File: src/rtl/mem_port_arbiter_pkg.sv
// Shared types for the unified-memory port arbiter.
package mem_port_arbiter_pkg;

  // Arbiter FSM states.
  typedef enum logic [1:0] {
    ARB_IDLE    = 2'd0,
    ARB_BUSY_IF = 2'd1,
    ARB_BUSY_D  = 2'd2
  } arb_state_t;

  // Which requester wins the memory in an idle cycle.
  typedef enum logic {
    GNT_IF = 1'b0,
    GNT_D  = 1'b1
  } arb_grant_t;

  // Memory is word addressed: the two byte-offset bits are always cleared.
  localparam logic [31:0] WORD_ALIGN_MASK = 32'hFFFF_FFFC;

endpackage

File: src/rtl/mem_port_arbiter.sv
// Arbiter sharing one single-ported memory between instruction fetch and the
// EX/MEM data access. One access is in flight at a time; the done pulses and
// read data are registered, while the stall outputs are combinational so the
// pipeline registers freeze in the same cycle a request is outstanding.
module mem_port_arbiter
  import mem_port_arbiter_pkg::*;
#(
  parameter int ADDR_W     = 32,
  parameter int DATA_W     = 32,
  parameter int STARVE_MAX = 4
) (
  input  logic              clk,
  input  logic              rst_n,
  input  logic              if_req,
  input  logic [ADDR_W-1:0] if_addr,
  output logic              if_done,
  output logic [DATA_W-1:0] if_rdata,
  input  logic              d_rd,
  input  logic              d_wr,
  input  logic [ADDR_W-1:0] d_addr,
  input  logic [DATA_W-1:0] d_wdata,
  output logic              d_done,
  output logic [DATA_W-1:0] d_rdata,
  output logic              stall_if,
  output logic              stall_mem,
  output logic              mem_valid,
  output logic              mem_we,
  output logic [ADDR_W-1:0] mem_addr,
  output logic [DATA_W-1:0] mem_wdata,
  input  logic              mem_ready,
  input  logic [DATA_W-1:0] mem_rdata
);

  localparam int                  STREAK_W   = $clog2(STARVE_MAX + 1);
  localparam logic [STREAK_W-1:0] STREAK_SAT = STREAK_W'(STARVE_MAX);
  localparam logic [STREAK_W-1:0] STREAK_ONE = STREAK_W'(1'b1);
  localparam logic [STREAK_W-1:0] STREAK_CLR = STREAK_W'(1'b0);
  localparam logic [ADDR_W-1:0]   ADDR_MASK  = {{(ADDR_W-2){1'b1}}, WORD_ALIGN_MASK[1:0]};

  arb_state_t          r_state;
  logic [STREAK_W-1:0] r_streak;

  logic       w_pend_if;
  logic       w_pend_d;
  logic       w_gnt_vld;
  arb_grant_t w_gnt;

  // A request whose done pulses this cycle is already served, so it is not pending.
  assign w_pend_if = if_req & ~if_done;
  assign w_pend_d  = (d_rd | d_wr) & ~d_done;

  assign stall_if  = w_pend_if;
  assign stall_mem = w_pend_d;

  // Idle-cycle grant: data wins a tie unless fetch has waited STARVE_MAX data grants.
  always_comb begin
    w_gnt_vld = 1'b0;
    w_gnt     = GNT_IF;
    if (r_state == ARB_IDLE) begin
      if (w_pend_d && w_pend_if) begin
        w_gnt_vld = 1'b1;
        w_gnt     = (r_streak == STREAK_SAT) ? GNT_IF : GNT_D;
      end else if (w_pend_d) begin
        w_gnt_vld = 1'b1;
        w_gnt     = GNT_D;
      end else if (w_pend_if) begin
        w_gnt_vld = 1'b1;
        w_gnt     = GNT_IF;
      end else begin
        w_gnt_vld = 1'b0;
        w_gnt     = GNT_IF;
      end
    end else begin
      w_gnt_vld = 1'b0;
      w_gnt     = GNT_IF;
    end
  end

  // Access sequencer: latches the granted request, holds it until mem_ready, returns data.
  always_ff @(posedge clk or negedge rst_n) begin
    if (!rst_n) begin
      r_state   <= ARB_IDLE;
      r_streak  <= STREAK_CLR;
      mem_valid <= 1'b0;
      mem_we    <= 1'b0;
      mem_addr  <= {ADDR_W{1'b0}};
      mem_wdata <= {DATA_W{1'b0}};
      if_done   <= 1'b0;
      d_done    <= 1'b0;
      if_rdata  <= {DATA_W{1'b0}};
      d_rdata   <= {DATA_W{1'b0}};
    end else begin
      if_done <= 1'b0;
      d_done  <= 1'b0;

      if (!if_req) begin
        r_streak <= STREAK_CLR;
      end else if (w_gnt_vld && (w_gnt == GNT_IF)) begin
        r_streak <= STREAK_CLR;
      end else if (w_gnt_vld && (w_gnt == GNT_D) && w_pend_if && (r_streak != STREAK_SAT)) begin
        r_streak <= r_streak + STREAK_ONE;
      end else begin
        r_streak <= r_streak;
      end

      case (r_state)
        ARB_IDLE: begin
          if (w_gnt_vld) begin
            mem_valid <= 1'b1;
            if (w_gnt == GNT_D) begin
              mem_addr  <= d_addr & ADDR_MASK;
              mem_we    <= d_wr;
              mem_wdata <= d_wdata;
              r_state   <= ARB_BUSY_D;
            end else begin
              mem_addr  <= if_addr & ADDR_MASK;
              mem_we    <= 1'b0;
              r_state   <= ARB_BUSY_IF;
            end
          end else begin
            r_state <= ARB_IDLE;
          end
        end
        ARB_BUSY_IF: begin
          if (mem_ready) begin
            mem_valid <= 1'b0;
            mem_we    <= 1'b0;
            if_rdata  <= mem_rdata;
            if_done   <= 1'b1;
            r_state   <= ARB_IDLE;
          end else begin
            r_state <= ARB_BUSY_IF;
          end
        end
        ARB_BUSY_D: begin
          if (mem_ready) begin
            mem_valid <= 1'b0;
            mem_we    <= 1'b0;
            d_done    <= 1'b1;
            // Stores (including rd+wr collisions) leave the load data untouched.
            if (!mem_we) begin
              d_rdata <= mem_rdata;
            end else begin
              d_rdata <= d_rdata;
            end
            r_state <= ARB_IDLE;
          end else begin
            r_state <= ARB_BUSY_D;
          end
        end
        default: begin
          mem_valid <= 1'b0;
          mem_we    <= 1'b0;
          r_state   <= ARB_IDLE;
        end
      endcase
    end
  end

endmodule
File: config.mk
export PLATFORM = sky130hd
export DESIGN_NAME = mem_port_arbiter
export DESIGN_NICKNAME = d
export VERILOG_FILES = /design/src/rtl/mem_port_arbiter_pkg.sv /design/src/rtl/mem_port_arbiter.sv
export SDC_FILE = /design/constraint.sdc
export NUM_CORES = 1
export LEC_CHECK = 0
export CORE_UTILIZATION = 44
export CTS_CLUSTER_DIAMETER = 150
export DETAILED_ROUTE_END_ITERATION = 16
export GPL_TIMING_DRIVEN = 1
export PLACE_DENSITY = 0.85
export SETUP_SLACK_MARGIN = 0.02
export SLEW_MARGIN = 15
export SYNTH_ARGS = -nofsm -noshare
export SYNTH_HDL_FRONTEND = slang
export SYNTH_SLANG_ARGS = --single-unit
File: constraint.sdc
create_clock -name clk -period 4.1 [get_ports clk]
set_input_delay 0.41 -clock clk [delete_from_list [all_inputs] [get_ports clk]]
set_output_delay 0.41 -clock clk [all_outputs]
set_load 0.01 [all_outputs]
==> summary.txt <==
Routing
  • DRC viols: 0
  • Detailed-route wire length per cell: 17.9 µm
  • Pre-Repair DR Iteration Count: 5
  • Via count: 4040
  • Total routed wirelength: approximately 15000 µm
  • Number of routed nets with antenna violations: 0
  • Initial DRC count: 140
  • Vias per Instance: 4.85

Critical path
  • Worst r2r dst: mem_wdata[28]
  • R2R Setup Slk: 1.77 ns
  • Critical Path End Type: flip-flop
  • Crit start category: flip-flop
  • Reg2Reg Depth: 5
  • Worst r2r src: r_state[1]
  • Worst Setup Path Type: flip-flop to flip-flop
  • Crit path DAT: approximately 2.6 ns
  • Max FO, Critical Path: 20
  • Critical Path RT: roughly 4.4 ns

CTS
  • Bufs on Longest Clock Path: 2
  • Cts repair resizes: 0
  • Cts bufs inserted: 17
  • CTS clk-pin slew, worst paths: approximately 0.06 ns
  • TritonCTS clock tree: yes
  • H-tree depth: 4
  • Hold-fix buffers, CTS: 0
  • CTS root buffer: clkbuf_16
  • Worst skew pair latency: about 0.4 ns
  • Num Clock Sinks: roughly 140
  • # Post-CTS Setup Buffers: 0

Synth
  • Synthesized flop and latch total: 135
  • Synth cell types: 31
  • Commonest cells in the synthesized netlist: 135 x dfrtp_1, 66 x mux2_2, 32 x nand2_1
  • Post-synthesis sequential area ratio: 0.599
  • Cell Area, Synth: approximately 5600 µm²
  • Synth async-reset ratio: 1.00
  • YS warnings: 0
  • Post-synth EDFFs: 0
  • Top cells by area, synth: dfrtp_1 60%, mux2_2 13%, mux2_4 8.0%
  • Syn avg cell area: roughly 14 µm²
  • Most common cell in the netlist: dfrtp_1
  • Gate count of the mapped netlist: about 390
  • Dominant synthesized flop cell: dfrtp_1
  • Post-synth top area share: 0.599
  • Yosys top cell by area: dfrtp_1

Die
  • Io pins: between 200 and 300
  • Die Y: about 120 µm
  • Die ar.: roughly 13000 µm²
  • Die X: approximately 120 µm
  • Initial Util: 0.460
  • Num rows: 40
  • Core area: ~12000 µm²

Timing
  • Fmax: ~430 MHz
  • Pins Over Slew Limit: 0
  • Rel. slew slack: 0.352
  • Smallest hold slack: about 0.12 ns
  • Setup TNS: 0 ns
  • Crit share post-route: 0.569
  • Count of final setup violators: 0
  • Worst slew pin tran: just under 1 ns
  • Crit path time final: 2.33 ns
  • Final hold viol count: 0
  • RSZ-0062 raised after global routing: false
  • Skew final: 0.00538 ns

Global route
  • Global-route wire length before repair: between 20000 and 25000 µm
  • GRT overflow: 0
  • Total GRT Usage: 0.233
  • Pin count of the biggest net entering global routing: 109
  • Initial antenna violation count: 0
  • Vias in the first global route: approximately 4600

Final layout
  • Layout cells sized above 1: 0.206
  • Fillers: 770
  • Synth-to-Final Area Change: 60.6%
  • Ant. Diodes: 0
  • Total Nets Final: 792

Power and ir drop
  • Comb pwr share: 0.445
  • Switching pwr: around 2.3 mW
  • Worst vdd ir: approximately 480 µV
  • P_int: around 5.3 mW
  • Reg power frac: 0.310
  • Static Leakage: 4.02 nW
  • Clock Power Share: 0.245
  • PwrDens: roughly 840 nW/µm²
  • Sw frac: 0.300

Place
  • Placer congestion estimate: about 0.75
  • HPWL after DPL: ~11000 µm
  • Port Buffers: around 260

Run status
  • Status: completed

Job
  • Max Cap Viol: 0

Hold path
  • Worst Hold Class: primary input to async pin
## power groups by stage
stage | clock, mW | combinational [mW] | sequential (mW)
2_1_floorplan | 0 | 1.41 | 2.65
3_3_place_gp | 0 | 3.30 | 2.33
3_5_place_dp | 0 | 3.40 | 2.38
4_1_cts | 1.89 | 3.43 | 2.37
5_1_grt | 1.95 | 3.61 | 2.45
6_report | 1.86 | 3.39 | 2.36
## state kept, by name, summed over array words and instances (netlist names)
register	count
mem_addr	30
mem_wdata	32
r_state	2
d_rdata	32
mem_we	1
d_done	1
if_rdata	32
mem_valid	1
if_done	1
r_streak	3
## worst max-delay path: stages (launching register included)
cell     delay [ns]
dfrtp_1        0.40
inv_1          0.09
ha_1           0.35
o211a_2        0.57
buf_4          0.44
mux2_4         0.34
## layout by cell type, fill, tap and decap left out, types with 4 or more instances in the layout
master,instances
clkdlybuf4s50_1,260
dfrtp_1,135
mux2_2,66
nand2_1,32
mux2i_1,31
mux2_4,30
o21ai_0,23
clkbuf_16,17
o21ai_1,9
bufinv_16,8
inv_1,7
ha_1,6
buf_4,6
nand2b_1,4
a21oi_1,4
nor2_1,4
## final cells by class
type	count	area, µm²	share of cell area
Inverter	7	26.3	0.00290
Clock inverter	11	265	0.0293
Timing Repair Buffer	267	2660	0.294
Multi-Input combinational cell	224	2060	0.227
Sequential cell	135	3380	0.373
Clock buffer	21	460	0.0508
Tap cell	168	210	0.0232
## per-stage QoR
step           instance area [µm²]  instances   util  setup slack [ns]  power (mW)
3_3_place_gp                  8330        801  0.679              1.45        5.63
6_report                      9060        833  0.739              1.77        7.62
5_1_grt                       9060        833  0.739              1.63        8.01
4_1_cts                       9060        833  0.739              1.76        7.69
3_5_place_dp                  8330        801  0.679              1.38        5.78
2_1_floorplan                 5640        390      -              2.50        4.06
## metal layers
layer  track usage  vias up  routed length (µm)  share of wire
met2         0.426      179                7830           0.53
met4         0.110        0                 422          0.028
li1              -     1872                   -              -
met3        0.0875       30                1350          0.091
met5             0        -                   0              0
met1         0.232     1959                5270           0.35
## how the worst max path moves through the flow
stage / end / from / slack [ns] / depth (start not counted)
after global placement: mem_wdata[21] / d_wr / 1.45 / 5
final: mem_wdata[28] / r_state[1] / 1.77 / 5
after global routing: mem_wdata[28] / r_state[1] / 1.63 / 5
after CTS: mem_wdata[28] / r_state[0] / 1.76 / 5
after detailed placement: mem_wdata[28] / d_wr / 1.38 / 5
after floorplan: d_rdata[11] / r_state[0] / 2.50 / 7
## cells by family after synthesis
kind of cell / synth area share
DFF: 0.599
muxes: 0.269
and+or+nand+nor: 0.0364
AOI/OAI and AO/OA: 0.0408
buffers and inverters: 0.0397
adders and majority gates: 0.0133
other: 0.000665
xor gates and xnor gates: 0.00155
Power figures use the tool's default switching activity.
